### src/rtl/sprite_anim_mapper_pkg.sv
// Shared types and constants for the sprite mapper: animation phase and facing enums,
// the global colour palette and a bounded palette lookup.
package sprite_pkg;

    typedef enum logic [1:0] {
        REST1 = 2'd0,
        M1    = 2'd1,
        REST2 = 2'd2,
        M2    = 2'd3
    } anim_phase_t;

    typedef enum logic [1:0] {
        UP    = 2'd0,
        RIGHT = 2'd1,
        DOWN  = 2'd2,
        LEFT  = 2'd3
    } dir_t;

    localparam int NUM_FRAMES = 16;
    localparam int PAL_SIZE   = 23;
    localparam int PAL_IDX_W  = $clog2(PAL_SIZE);

    localparam logic [23:0] PALETTE [PAL_SIZE] = '{
        24'h800080, 24'h101010, 24'h202020, 24'hFF0000, 24'h00FF00, 24'h0000FF,
        24'hFFFF00, 24'hFCFCFC, 24'h00FFFF, 24'hFF00FF, 24'h804000, 24'hC08040,
        24'hF0C090, 24'h406080, 24'h2040A0, 24'hA02020, 24'h20A020, 24'hE0E0E0,
        24'h606060, 24'hFF8000, 24'h8000FF, 24'h00C0C0, 24'hC0C000
    };

    // Indices past the end of the palette render as black.
    function automatic logic [23:0] palette_lookup(input logic [7:0] idx);
        logic [23:0] colour;
        colour = 24'h000000;
        if (idx < 8'(PAL_SIZE)) begin
            colour = PALETTE[idx[PAL_IDX_W-1:0]];
        end
        return colour;
    endfunction

endpackage

### src/rtl/sprite_anim_mapper_rom.sv
// Synchronous single-port sprite-sheet ROM with one cycle of read latency.
// Contents are a fixed generated pattern so the sheet needs no external image file.
module sprite_rom #(
    parameter int DEPTH    = 6144,
    parameter int PAL_BITS = 5,
    parameter int ADDR_W   = $clog2(DEPTH)
) (
    input  logic                clk,
    input  logic [ADDR_W-1:0]   addr_i,
    output logic [PAL_BITS-1:0] data_o
);

    logic [PAL_BITS-1:0] word_d;
    logic [PAL_BITS-1:0] data_q;

    // Pattern word = (addr + addr/16 + addr/512 + 1) mod 2^PAL_BITS.
    always_comb begin
        word_d = PAL_BITS'(addr_i) + PAL_BITS'(addr_i >> 4)
               + PAL_BITS'(addr_i >> 9) + PAL_BITS'(1);
    end

    always_ff @(posedge clk) begin
        data_q <= word_d;
    end

    assign data_o = data_q;

endmodule

### src/rtl/sprite_anim_mapper.sv
// Walk-animated sprite colour mapper: frame-tick driven animation state plus a
// two-stage render pipeline from DrawX/DrawY to the DAC colour outputs.
module sprite_anim_mapper
    import sprite_pkg::*;
#(
    parameter int SPRITE_W   = 16,
    parameter int SPRITE_H   = 24,
    parameter int FRAME_DIV  = 8,
    parameter int PAL_BITS   = 5,
    parameter int TRANSP_IDX = 0
) (
    input  logic       Clk,
    input  logic       Reset,
    input  logic       frame_tick,
    input  logic       Character_Moving,
    input  logic [1:0] Direction,
    input  logic [9:0] SpriteX,
    input  logic [9:0] SpriteY,
    input  logic [9:0] DrawX,
    input  logic [9:0] DrawY,
    output logic       sprite_hit,
    output logic [7:0] Red,
    output logic [7:0] Green,
    output logic [7:0] Blue
);

    localparam int FRAME_SIZE = SPRITE_W * SPRITE_H;
    localparam int DEPTH      = NUM_FRAMES * FRAME_SIZE;
    localparam int ADDR_W     = $clog2(DEPTH);
    localparam int CNT_W      = $clog2(FRAME_DIV) + 1;

    localparam logic [CNT_W-1:0]    CNT_LAST = CNT_W'(FRAME_DIV - 1);
    localparam logic [PAL_BITS-1:0] TRANSP   = PAL_BITS'(TRANSP_IDX);

    dir_t             dir_q;
    anim_phase_t      phase_q;
    logic [CNT_W-1:0] cnt_q;
    logic [9:0]       pos_x_q;
    logic [9:0]       pos_y_q;

    // Everything here moves only on the frame tick so a frame never mixes states.
    always_ff @(posedge Clk or posedge Reset) begin
        if (Reset) begin
            dir_q   <= DOWN;
            phase_q <= REST1;
            cnt_q   <= '0;
            pos_x_q <= '0;
            pos_y_q <= '0;
        end else if (frame_tick) begin
            pos_x_q <= SpriteX;
            pos_y_q <= SpriteY;
            if (!Character_Moving) begin
                phase_q <= REST1;
                cnt_q   <= '0;
            end else if (Direction != dir_q) begin
                dir_q   <= dir_t'(Direction);
                phase_q <= REST1;
                cnt_q   <= '0;
            end else if (cnt_q == CNT_LAST) begin
                cnt_q   <= '0;
                phase_q <= anim_phase_t'(phase_q + 2'd1);
            end else begin
                cnt_q <= cnt_q + CNT_W'(1);
            end
        end
    end

    logic [10:0]       win_x_end;
    logic [10:0]       win_y_end;
    logic              in_win;
    logic [9:0]        rel_x;
    logic [9:0]        rel_y;
    logic [3:0]        frame;
    logic [ADDR_W-1:0] addr_d;

    // Window ends are 11 bits wide so a sprite at the right/bottom edge cannot wrap.
    assign win_x_end = {1'b0, pos_x_q} + 11'(SPRITE_W);
    assign win_y_end = {1'b0, pos_y_q} + 11'(SPRITE_H);
    assign in_win    = (DrawX >= pos_x_q) && ({1'b0, DrawX} < win_x_end)
                    && (DrawY >= pos_y_q) && ({1'b0, DrawY} < win_y_end);

    assign rel_x  = DrawX - pos_x_q;
    assign rel_y  = DrawY - pos_y_q;
    assign frame  = {dir_q, phase_q};
    assign addr_d = ADDR_W'(32'(frame) * 32'(FRAME_SIZE)
                          + 32'(rel_y) * 32'(SPRITE_W) + 32'(rel_x));

    logic              s1_valid_q;
    logic              s1_in_win_q;
    logic [6:0]        s1_grad_x_q;
    logic [ADDR_W-1:0] addr_q;
    logic              s2_valid_q;
    logic              s2_in_win_q;
    logic [6:0]        s2_grad_x_q;
    logic [PAL_BITS-1:0] rom_idx;

    sprite_rom #(
        .DEPTH   (DEPTH),
        .PAL_BITS(PAL_BITS),
        .ADDR_W  (ADDR_W)
    ) u_rom (
        .clk   (Clk),
        .addr_i(addr_q),
        .data_o(rom_idx)
    );

    logic        hit_d;
    logic [23:0] rgb_d;
    logic        hit_q;
    logic [23:0] rgb_q;

    always_comb begin
        hit_d = 1'b0;
        rgb_d = 24'h000000;
        if (s2_valid_q) begin
            if (s2_in_win_q && (rom_idx != TRANSP)) begin
                hit_d = 1'b1;
                rgb_d = palette_lookup(8'(rom_idx));
            end else begin
                rgb_d = {16'h0000, 8'h7F - {1'b0, s2_grad_x_q}};
            end
        end
    end

    // Stage 1 samples the pixel, the ROM adds a cycle, stage 2 registers the colour.
    always_ff @(posedge Clk or posedge Reset) begin
        if (Reset) begin
            s1_valid_q  <= 1'b0;
            s1_in_win_q <= 1'b0;
            s1_grad_x_q <= '0;
            addr_q      <= '0;
            s2_valid_q  <= 1'b0;
            s2_in_win_q <= 1'b0;
            s2_grad_x_q <= '0;
            hit_q       <= 1'b0;
            rgb_q       <= 24'h000000;
        end else begin
            s1_valid_q  <= 1'b1;
            s1_in_win_q <= in_win;
            s1_grad_x_q <= DrawX[9:3];
            addr_q      <= addr_d;
            s2_valid_q  <= s1_valid_q;
            s2_in_win_q <= s1_in_win_q;
            s2_grad_x_q <= s1_grad_x_q;
            hit_q       <= hit_d;
            rgb_q       <= rgb_d;
        end
    end

    assign sprite_hit = hit_q;
    assign Red        = rgb_q[23:16];
    assign Green      = rgb_q[15:8];
    assign Blue       = rgb_q[7:0];

endmodule

### config.mk
export PLATFORM = sky130hd
export DESIGN_NAME = sprite_anim_mapper
export DESIGN_NICKNAME = d
export VERILOG_FILES = /design/src/rtl/sprite_anim_mapper_pkg.sv /design/src/rtl/sprite_anim_mapper_rom.sv /design/src/rtl/sprite_anim_mapper.sv
export SDC_FILE = /design/constraint.sdc
export NUM_CORES = 1
export LEC_CHECK = 0
export CAP_MARGIN = 10
export CORE_MARGIN = 10
export CORE_UTILIZATION = 50
export CTS_CLUSTER_DIAMETER = 100
export DETAILED_ROUTE_END_ITERATION = 10
export GPL_TIMING_DRIVEN = 1
export PLACE_DENSITY = 0.73
export SETUP_SLACK_MARGIN = 0.4
export SYNTH_ARGS = -nofsm -noshare
export SYNTH_HDL_FRONTEND = slang
export SYNTH_SLANG_ARGS = --single-unit
### constraint.sdc
create_clock -name Clk -period 4.45 [get_ports Clk]
set_clock_uncertainty 0.2 [all_clocks]
set_input_delay 0.89 -clock Clk [delete_from_list [all_inputs] [get_ports Clk]]
set_output_delay 0.89 -clock Clk [all_outputs]
set_load 0.01 [all_outputs]
==> impl_metrics.py, run 1 <==
metrics = {
    "worst_setup_path": {
        "cpPeakStageDelay_ps": 540,
        "end_kind": "register",
        "worst-path-buf-inv": 3,
        "critPathLaunchType": "input port",
        "cp_data_required_time_ps": 4500,
        "crit_chain": "clkdlybuf4s50_1 -> ha_1 -> a21o_1 -> a21o_1 -> a21oi_2 -> and4b_1 -> a2111oi_4 -> fa_1 -> inv_1 -> ha_1 -> inv_1 -> nor2_1 -> o31a_1 -> o41ai_2 -> xnor2_1",
        "critical_path.slowest_cell": "fa_1",
        "crit_fanout": 5,
        "cp_top_family": "adder cells",
        "crit_arrival_ps": 4040,
        "critPathKind": "in -> reg",
    },
    "floorplan": {
        "die_height_um": 125,
        "die_w_um": 125,
        "row_count": 38,
        "ios": 71,
        "core_area_um2": 10800,
        "initial_core_util": 0.510,
        "dieArea_um2": 15700,
    },
    "drt": {
        "wire_per_inst_um": 15.5,
        "drt-pass1-iter-count": 5,
        "route.detailed.drc": 0,
        "via_per_inst": 5.43,
        "drt-total-wl_um": 12200,
        "ant_nets": 0,
        "drtIter0Drc": 313,
        "route.vias.total": 4277,
    },
    "cells_and_area": {
        "regArea_um2": 2100,
        "finalInstanceArea_um2": 6720,
        "finalNetCount": 765,
        "final_cell_mix": "dfrtp_1 (79), clkdlybuf4s50_1 (67), ha_1 (59), inv_1 (53)",
        "area_growth_pct": 21.5,
        "fillers": 912,
        "finalNonFillerCells": 787,
        "antenna_cells": 0,
        "drive_gt1_frac": 0.113,
        "multi_input_area_um2": 3230,
        "final_common_cell": "dfrtp_1",
    },
    "synthesis": {
        "ys_seq_area_frac": 0.380,
        "synth-async-reset-ratio": 0.941,
        "synthCells": 564,
        "ys.flop_type": "dfrtp_1",
        "synthesis.nets": 687,
        "synth_area_leader_cell": "dfrtp_1",
        "yosysWarningCount": 0,
        "synth_edf_count": 0,
        "postSynthRegisterBits": 85,
        "synth.top_cell.area_share": 0.358,
        "synth.area.top_cells": "dfrtp_1 (36%), ha_1 (15%), xnor2_1 (5.2%), a21oi_1 (4.5%), fa_1 (4.0%)",
        "yosysUniqueCellTypes": 66,
        "synth_area_per_cell_um2": 9.80,
        "synthesis.area_um2": 5530,
    },
    "timing": {
        "post-route-period-util": 0.898,
        "tightest_slew_ps": 910,
        "finalCriticalPeriod_ps": 3990,
        "setup_viol": 0,
        "drv_slew": 0,
        "max_slew_margin": 0.393,
        "hold_viol_final": 0,
        "rsz0062_at_grt": "yes",
        "hold_slack_ps": 154,
        "fmax_mhz": 250,
    },
    "clock_tree": {
        "clk_pin_slew_ps": 100,
        "clock-root-buffer": "clkbuf_8",
        "max-clock-path-buffers": 2,
        "clk_latency_ps": 360,
        "post_cts_buffers": 0,
        "clock-sinks": 85,
        "numCtsBuffers": 9,
        "h-tree-depth": 3,
        "cts_tree": "built",
    },
    "global_route": {
        "grt.total_usage": 0.156,
        "grt_pass1_wl_um": 20800,
        "grt_max_degree": 54,
        "overflow": 0,
        "antenna_found_initial": 0,
        "first_global_vias": 4614,
    },
    "power": {
        "p_per_area_nw_per_um2": 519,
        "fin_total_pwr_uw": 3490,
        "leakage_uw": 0.00307,
        "ir_drop_v": 0.000271,
    },
    "run": {
        "cap_violations": 0,
    },
    "placed_design": {
        "placed_cells": 771,
        "hpwl_um": 9410,
        "numPortBuffers": 70,
        "place_area_um2": 6410,
        "gp_congestion": 0.922,
    },
    "hold_path": {
        "hold_path_class": "reg -> reg",
    },
    "outcome": {
        "status": "completed",
    },
}
[sequential cells by signal, indices dropped and copies added, names as in the netlist, 2 cells and up]
| signal | flops |
|---|---|
| rgb_q | 20 |
| addr_q | 13 |
| pos_x_q | 10 |
| pos_y_q | 10 |
| s1_grad_x_q | 7 |
| s2_grad_x_q | 7 |
| u_rom.data_o | 5 |
| cnt_q | 4 |
| dir_q | 2 |
| phase_q | 2 |
[area by class of cell]
type | count | share of cell area
Tap cell | 140 | 0.0261
Multi-Input combinational cell | 406 | 0.482
Timing Repair Buffer | 86 | 0.122
Clock buffer | 9 | 0.0184
Inverter | 54 | 0.0304
Sequential cell | 85 | 0.313
Clock inverter | 7 | 0.00820
[where the power goes]
group / switching [uW] / internal, uW / leakage (uW)
Clock: 306 / 209 / 0.0000866
Sequential: 138 / 912 / 0.00104
Combinational: 992 / 932 / 0.00194
Total: 1440 / 2050 / 0.00307
[worst register-to-register path, stage by stage (launching register included)]
cell and delay [ps]:
dfrtp_1 400, inv_1 70, ha_1 300, nor2b_1 150
o31a_4 290, o211ai_1 260, and4b_1 290, a2111oi_4 50
fa_1 540, inv_1 40, ha_1 290, inv_1 80
nor2_1 50, o31a_1 120, o41ai_2 250, xnor2_1 110
[through the flow]
step                utilization  worst slack [ps]  TNS (ps)
CTS                       0.615               401         0
detailed placement        0.592              -182      -296
finish                    0.620               456         0
global route              0.620               370         0
floorplan                     -               503         0
global placement          0.592             -49.4     -96.3
[path summary, 6_finish.rpt]
check / start / to / slack, ps / cells after the start
worst max-delay path: DrawX[4] / addr_q[12]$_DFF_PP0_ / 460 / 15
worst min-delay path: s1_valid_q$_DFF_PP0_ / s2_valid_q$_DFF_PP0_ / 150 / 0
worst max register to register: pos_x_q[1]$_DFFE_PP0P_ / addr_q[12]$_DFF_PP0_ / 840 / 15
worst min register to register: s1_valid_q$_DFF_PP0_ / s2_valid_q$_DFF_PP0_ / 150 / 0
max in group asynchronous: Reset / s2_grad_x_q[4]$_DFF_PP0_ / 2360 / 3
min in group asynchronous: Reset / pos_x_q[1]$_DFFE_PP0P_ / 830 / 2
[metal layers]
metal | part of all wire | track usage | vias up | wire length [um]
met2 | 0.52 | 0.288 | 146 | 6290
met4 | 0.023 | 0.0515 | 0 | 278
met3 | 0.068 | 0.0490 | 24 | 825
met5 | 0 | 0 | - | 0
met1 | 0.39 | 0.164 | 2010 | 4770
li1 | - | - | 2097 | -
[synthesized netlist by cell type (2+ instances only)]
master,n
buf_1,2
nor2_1,41
o211ai_1,2
nor3_1,12
buf_2,7
nor2b_1,7
and3_1,5
nand3b_1,3
inv_1,54
xor2_1,7
or2_1,2
mux2i_1,5
o21ai_0,40
o2111ai_1,2
a21o_1,11
xnor2_1,33
fa_1,11
a211oi_1,8
nand2b_1,5
clkbuf_1,4
ha_1,66
o31a_1,2
o31ai_1,2
nand2_1,42
nand3_1,8
mux2_2,5
a2111oi_0,2
dfrtp_1,79
dfxtp_1,5
mux4_2,3
a21oi_1,50
buf_4,4
a41oi_1,2
[repair_timing]
action / 4_1_cts / 5_1_grt
endpoints found under the setup margin: 3 / 2
pin swaps: 11 / 7
hold buffers: 0 / 0
resized for setup: 15 / 10
[cells by family (layout without fill, tap and decap cells)]
logic type / after synthesis / in the layout / synth area share
and+or+nand+nor: 133 / 133 / 0.113
adders and majority gates: 77 / 77 / 0.189
AOI/OAI and AO/OA: 142 / 142 / 0.165
muxes: 13 / 13 / 0.0315
xor gates and xnor gates: 40 / 40 / 0.0634
buffers and inverters: 73 / 156 / 0.0573
DFF: 85 / 85 / 0.380
other: 1 / 1 / 0.000678
Power figures use the tool's default switching activity.
==> run 2, diff against run 1 <==
CORE_UTILIZATION = 45   (was 50)
PLACE_DENSITY = 0.67   (was 0.73)
clock period = 3.8 ns   (was 4.45 ns; I/O delays follow)
==> impl_metrics.py, run 2 (synthesized netlist as in run 1, its figures left out) <==
metrics = {
    "worst_setup_path": {
        "end_kind": "register",
        "critical_path.slowest_cell": "fa_1",
        "r2r_slack_ps": 270,
        "cp_data_required_time_ps": 3870,
        "crit_start": "DrawX[1]",
        "crit_cells": 13,
        "r2r_start": "pos_x_q[1]$_DFFE_PP0P_",
        "cp_top_family": "compound AO/OA/AOI/OAI gates",
        "worst-path-buf-inv": 1,
        "cpPeakStageDelay_ps": 480,
        "crit_chain": "buf_8 -> ha_4 -> nor2b_4 -> o31a_4 -> or2_4 -> a21oi_2 -> xnor2_1 -> fa_1 -> ha_4 -> nor2b_4 -> o31a_1 -> o41ai_2 -> xnor2_1",
        "endpoint": "addr_q[12]$_DFF_PP0_",
        "crit_fanout": 3,
        "r2r_cells": 13,
        "r2r-end": "addr_q[12]$_DFF_PP0_",
        "critPathKind": "in -> reg",
        "crit_arrival_ps": 3650,
        "critPathLaunchType": "input port",
    },
    "cells_and_area": {
        "antenna_cells": 0,
        "regArea_um2": 2100,
        "largest_register": "rgb_q",
        "area_growth_pct": 34.4,
        "multi_input_area_um2": 3460,
        "fillers": 997,
        "reg_top3": "rgb_q x20, addr_q x13",
        "final_common_cell": "dfrtp_1",
        "drive_gt1_frac": 0.214,
        "final_cell_mix": "dfrtp_1 (79), clkdlybuf4s50_1 (59), buf_4 (56), ha_1 (50), inv_1 (48)",
        "finalNetCount": 808,
        "finalInstanceArea_um2": 7430,
        "largest_reg_flops": 20,
    },
    "placed_design": {
        "dpl_worst_slack_ps": -602,
        "numPortBuffers": 70,
        "gp_congestion": 0.896,
        "hpwl_um": 10000,
        "place_area_um2": 6850,
    },
    "drt": {
        "drtIter0Drc": 363,
        "drt-met1-wl_um": 5150,
        "drt-total-wl_um": 12600,
        "wire_per_inst_um": 15.1,
        "top_layer": "met4",
        "met3_length_um": 694,
        "ant_nets": 0,
        "wl_met2_um": 6510,
        "route.vias.total": 4428,
        "route.detailed.drc": 0,
        "via_per_inst": 5.29,
        "drt-pass1-iter-count": 5,
    },
    "power": {
        "switching_share": 0.382,
        "power_switching_uw": 1780,
        "p_per_area_nw_per_um2": 628,
        "ir_drop_v": 0.000346,
        "p_clk_frac": 0.197,
        "comb_power_share": 0.544,
        "internal-power_uw": 2890,
        "leakage_uw": 0.00339,
        "pwr-share-seq": 0.259,
    },
    "timing": {
        "post-route-period-util": 0.942,
        "drv_slew": 0,
        "hold_viol_final": 0,
        "setup_ws_ps": 219,
        "setup_viol": 0,
        "rsz0062_at_grt": "yes",
        "tightest_slew_ps": 886,
        "fmax_mhz": 279,
        "finalCriticalPeriod_ps": 3580,
        "max_slew_margin": 0.409,
    },
    "clock_tree": {
        "clock-sinks": 85,
        "numCtsBuffers": 9,
        "cts_tree": "built",
        "max-clock-path-buffers": 2,
        "h-tree-depth": 3,
        "clk_latency_ps": 350,
        "clk_pin_slew_ps": 70,
        "postCtsHoldBufs": 0,
        "clock-root-buffer": "clkbuf_16",
    },
    "global_route": {
        "grt_pass1_wl_um": 21400,
        "antenna_found_initial": 0,
        "grt_max_degree": 53,
        "overflow": 0,
        "first_global_vias": 4632,
        "grt.total_usage": 0.157,
    },
    "hold_path": {
        "hold_path_class": "reg -> reg",
    },
    "floorplan": {
        "row_count": 40,
        "initial_core_util": 0.460,
        "core_area_um2": 12000,
        "die_w_um": 131,
        "ios": 71,
        "dieArea_um2": 17100,
        "die_height_um": 131,
    },
    "outcome": {
        "status": "completed",
    },
    "run": {
        "cap_violations": 0,
    },
}
run 2: worst register-to-register path, stage by stage, from the launching register on:
cell	delay, ps
dfrtp_1	410
inv_2	90
ha_4	190
nor2b_4	120
o31a_4	280
or2_4	240
a21oi_2	150
xnor2_1	150
fa_1	480
ha_4	260
nor2b_4	120
o31a_1	270
o41ai_2	340
xnor2_1	150
run 2: worst min-delay path by stage:
stage	start	to	slack, ps	depth (start not counted)
3_5_place_dp	s1_grad_x_q[1]$_DFF_PP0_	s2_grad_x_q[1]$_DFF_PP0_	130	0
2_1_floorplan	s1_grad_x_q[0]$_DFF_PP0_	s2_grad_x_q[0]$_DFF_PP0_	130	0
3_3_place_gp	s1_valid_q$_DFF_PP0_	s2_valid_q$_DFF_PP0_	130	0
6_report	s1_grad_x_q[1]$_DFF_PP0_	s2_grad_x_q[1]$_DFF_PP0_	150	0
5_1_grt	s1_grad_x_q[6]$_DFF_PP0_	s2_grad_x_q[6]$_DFF_PP0_	160	0
4_1_cts	s1_grad_x_q[1]$_DFF_PP0_	s2_grad_x_q[1]$_DFF_PP0_	150	0
run 2: area by class of cell:
| cell class | instances | share of cell area |
|---|---|---|
| inverter | 54 | 0.0284 |
| timing repair buffer | 129 | 0.156 |
| clock inverter | 7 | 0.0123 |
| multi-input combinational | 406 | 0.466 |
| clock buffer | 9 | 0.0303 |
| tap | 147 | 0.0247 |
| sequential | 85 | 0.283 |
run 2: power groups by stage:
stage	registers, uW	logic, uW	clock network (uW)
5_1_grt	1240	2860	983
4_1_cts	1210	2500	944
2_1_floorplan	1180	1750	0
6_report	1210	2540	918
3_3_place_gp	1220	2270	0
3_5_place_dp	1230	2360	0
run 2: per-stage QoR:
stage          utilization  cells  hold WS (ps)  total power, uW  setup TNS (ps)
3_3_place_gp         0.570    817           133             3490           -2110
4_1_cts              0.614    836           151             4650               0
5_1_grt              0.619    837           159             5070               0
6_report             0.619    837           149             4670               0
2_1_floorplan            -    564           131             2930               0
3_5_place_dp         0.570    817           135             3590           -2360
run 2: routing by layer:
metal  vias up  global-route usage
li1       2191                   -
met1      2075               0.173
met2       132               0.282
met3        30              0.0395
met4         0              0.0615
met5         -                   0
run 2: timing repair:
item | CTS | global route
endpoints found under the setup margin | 7 | 4
buffers inserted | 3 | 1
gates resized for setup | 55 | 12
pin swaps | 40 | 17
==> run 3, diff against run 2 <==
SKIP_CTS_REPAIR_TIMING = 1   (was unset)
==> impl_metrics.py, run 3 (synthesized netlist as in run 1, its figures left out) <==
metrics = {
    "clock_tree": {
        "clk_pin_slew_ps": 70,
        "cts_tree": "built",
        "h-tree-depth": 3,
        "clock-sinks": 85,
        "max-clock-path-buffers": 2,
        "numCtsBuffers": 9,
        "clock-root-buffer": "clkbuf_16",
        "clk_latency_ps": 360,
    },
    "drt": {
        "drt-met1-wl_um": 5160,
        "wl_met2_um": 6700,
        "via_per_inst": 5.25,
        "drt-pass1-iter-count": 5,
        "route.vias.total": 4377,
        "wire_per_inst_um": 15.3,
        "met3_length_um": 650,
        "drt-total-wl_um": 12700,
        "ant_nets": 0,
        "route.detailed.drc": 0,
        "drtIter0Drc": 349,
        "top_layer": "met4",
    },
    "floorplan": {
        "die_w_um": 131,
        "row_count": 40,
        "die_height_um": 131,
        "ios": 71,
        "initial_core_util": 0.460,
        "dieArea_um2": 17100,
        "core_area_um2": 12000,
    },
    "placed_design": {
        "placed_cells": 817,
        "hpwl_um": 10000,
        "place_area_um2": 6850,
        "numPortBuffers": 70,
        "gp_congestion": 0.896,
        "dpl_worst_slack_ps": -602,
    },
    "power": {
        "ir_drop_v": 0.000344,
        "p_per_area_nw_per_um2": 627,
        "leakage_uw": 0.00347,
    },
    "worst_setup_path": {
        "end_kind": "register",
        "crit_fanout": 3,
        "critPathLaunchType": "input port",
        "crit_arrival_ps": 3590,
        "r2r_slack_ps": 330,
        "cp_data_required_time_ps": 3880,
        "critPathKind": "in -> reg",
    },
    "cells_and_area": {
        "largest_reg_flops": 20,
        "reg_top3": "rgb_q x20, addr_q x13",
        "finalNetCount": 805,
        "area_growth_pct": 34.8,
        "final_cell_mix": "dfrtp_1 (79), clkdlybuf4s50_1 (58), buf_4 (53), ha_1 (50), inv_1 (49)",
        "antenna_cells": 0,
        "finalInstanceArea_um2": 7450,
        "final_common_cell": "dfrtp_1",
        "post-route-util": 0.621,
        "largest_register": "rgb_q",
        "finalNonFillerCells": 834,
        "drive_gt1_frac": 0.213,
    },
    "timing": {
        "tightest_slew_ps": 885,
        "post-route-period-util": 0.926,
        "drv_slew": 0,
        "hold_viol_final": 0,
        "fmax_mhz": 284,
        "setup_viol": 0,
        "rsz0062_at_grt": "yes",
        "max_slew_margin": 0.409,
        "setup_ws_ps": 283,
        "finalCriticalPeriod_ps": 3520,
    },
    "global_route": {
        "grt_pass1_wl_um": 21000,
        "grt_max_degree": 53,
        "grt.total_usage": 0.154,
        "first_global_vias": 4578,
        "antenna_found_initial": 0,
        "overflow": 0,
    },
    "run": {
        "cap_violations": 0,
    },
    "hold_path": {
        "hold_path_class": "reg -> reg",
    },
    "outcome": {
        "status": "completed",
    },
}
## run 3: changes by cell type in the layout (fill, tap and decap cells not counted), moves of 2 or more
cell | before | now
xnor2_2 | 4 | 6
buf_4 | 56 | 53
clkdlybuf4s15_1 | 2 | 0
dlymetal6s2s_1 | 0 | 9
dlygate4sd2_1 | 6 | 0
a21oi_2 | 9 | 6
xnor2_1 | 29 | 27
a21oi_1 | 39 | 41
## run 3: through the flow
| step | setup TNS, ps | hold slack [ps] | total power, uW |
|---|---|---|---|
| floorplan | 0 | 131 | 2930 |
| global placement | -2110 | 133 | 3490 |
| detailed placement | -2360 | 135 | 3590 |
| CTS | -591 | 151 | 4530 |
| global route | 0 | 159 | 5070 |
| finish | 0 | 149 | 4670 |
## run 3: final cells by class
type | instances | area [um2]
Inverter | 54 | 211
Multi-Input combinational cell | 406 | 3470
Tap cell | 147 | 184
Clock buffer | 9 | 225
Timing Repair Buffer | 126 | 1160
Sequential cell | 85 | 2100
Clock inverter | 7 | 91.3
Fill cell | 992 | 4560
## run 3: routing by layer
layer,vias to the layer above,global-route usage
met1,2059,0.167
met4,0,0.0621
met5,-,0
met2,116,0.277
li1,2182,-
met3,20,0.0407
## run 3: power by group
group | switching (uW) | total (uW) | internal (uW) | leakage (uW)
Combinational | 1250 | 2540 | 1290 | 0.00228
Sequential | 142 | 1210 | 1070 | 0.00104
Clock | 395 | 921 | 526 | 0.000152
## run 3: final timing paths
path | start | end | cells after the start
worst max-delay path | DrawX[1] | addr_q[11]$_DFF_PP0_ | 15
worst min-delay path | s1_grad_x_q[1]$_DFF_PP0_ | s2_grad_x_q[1]$_DFF_PP0_ | 0
worst max register to register | pos_x_q[1]$_DFFE_PP0P_ | addr_q[11]$_DFF_PP0_ | 15
worst min register to register | s1_grad_x_q[1]$_DFF_PP0_ | s2_grad_x_q[1]$_DFF_PP0_ | 0
max in group asynchronous | Reset | addr_q[0]$_DFF_PP0_ | 3
min in group asynchronous | Reset | s1_grad_x_q[2]$_DFF_PP0_ | 2
## run 3: worst max-delay path, stage by stage
cell,delay (ps)
buf_8,100
ha_4,230
nor2b_4,120
o31a_4,280
or2_4,260
a21oi_4,140
xnor2_2,140
ha_1,270
ha_2,220
fa_2,360
a21o_1,200
a21oi_2,140
o21bai_1,80
a21oi_1,150
xnor2_1,130
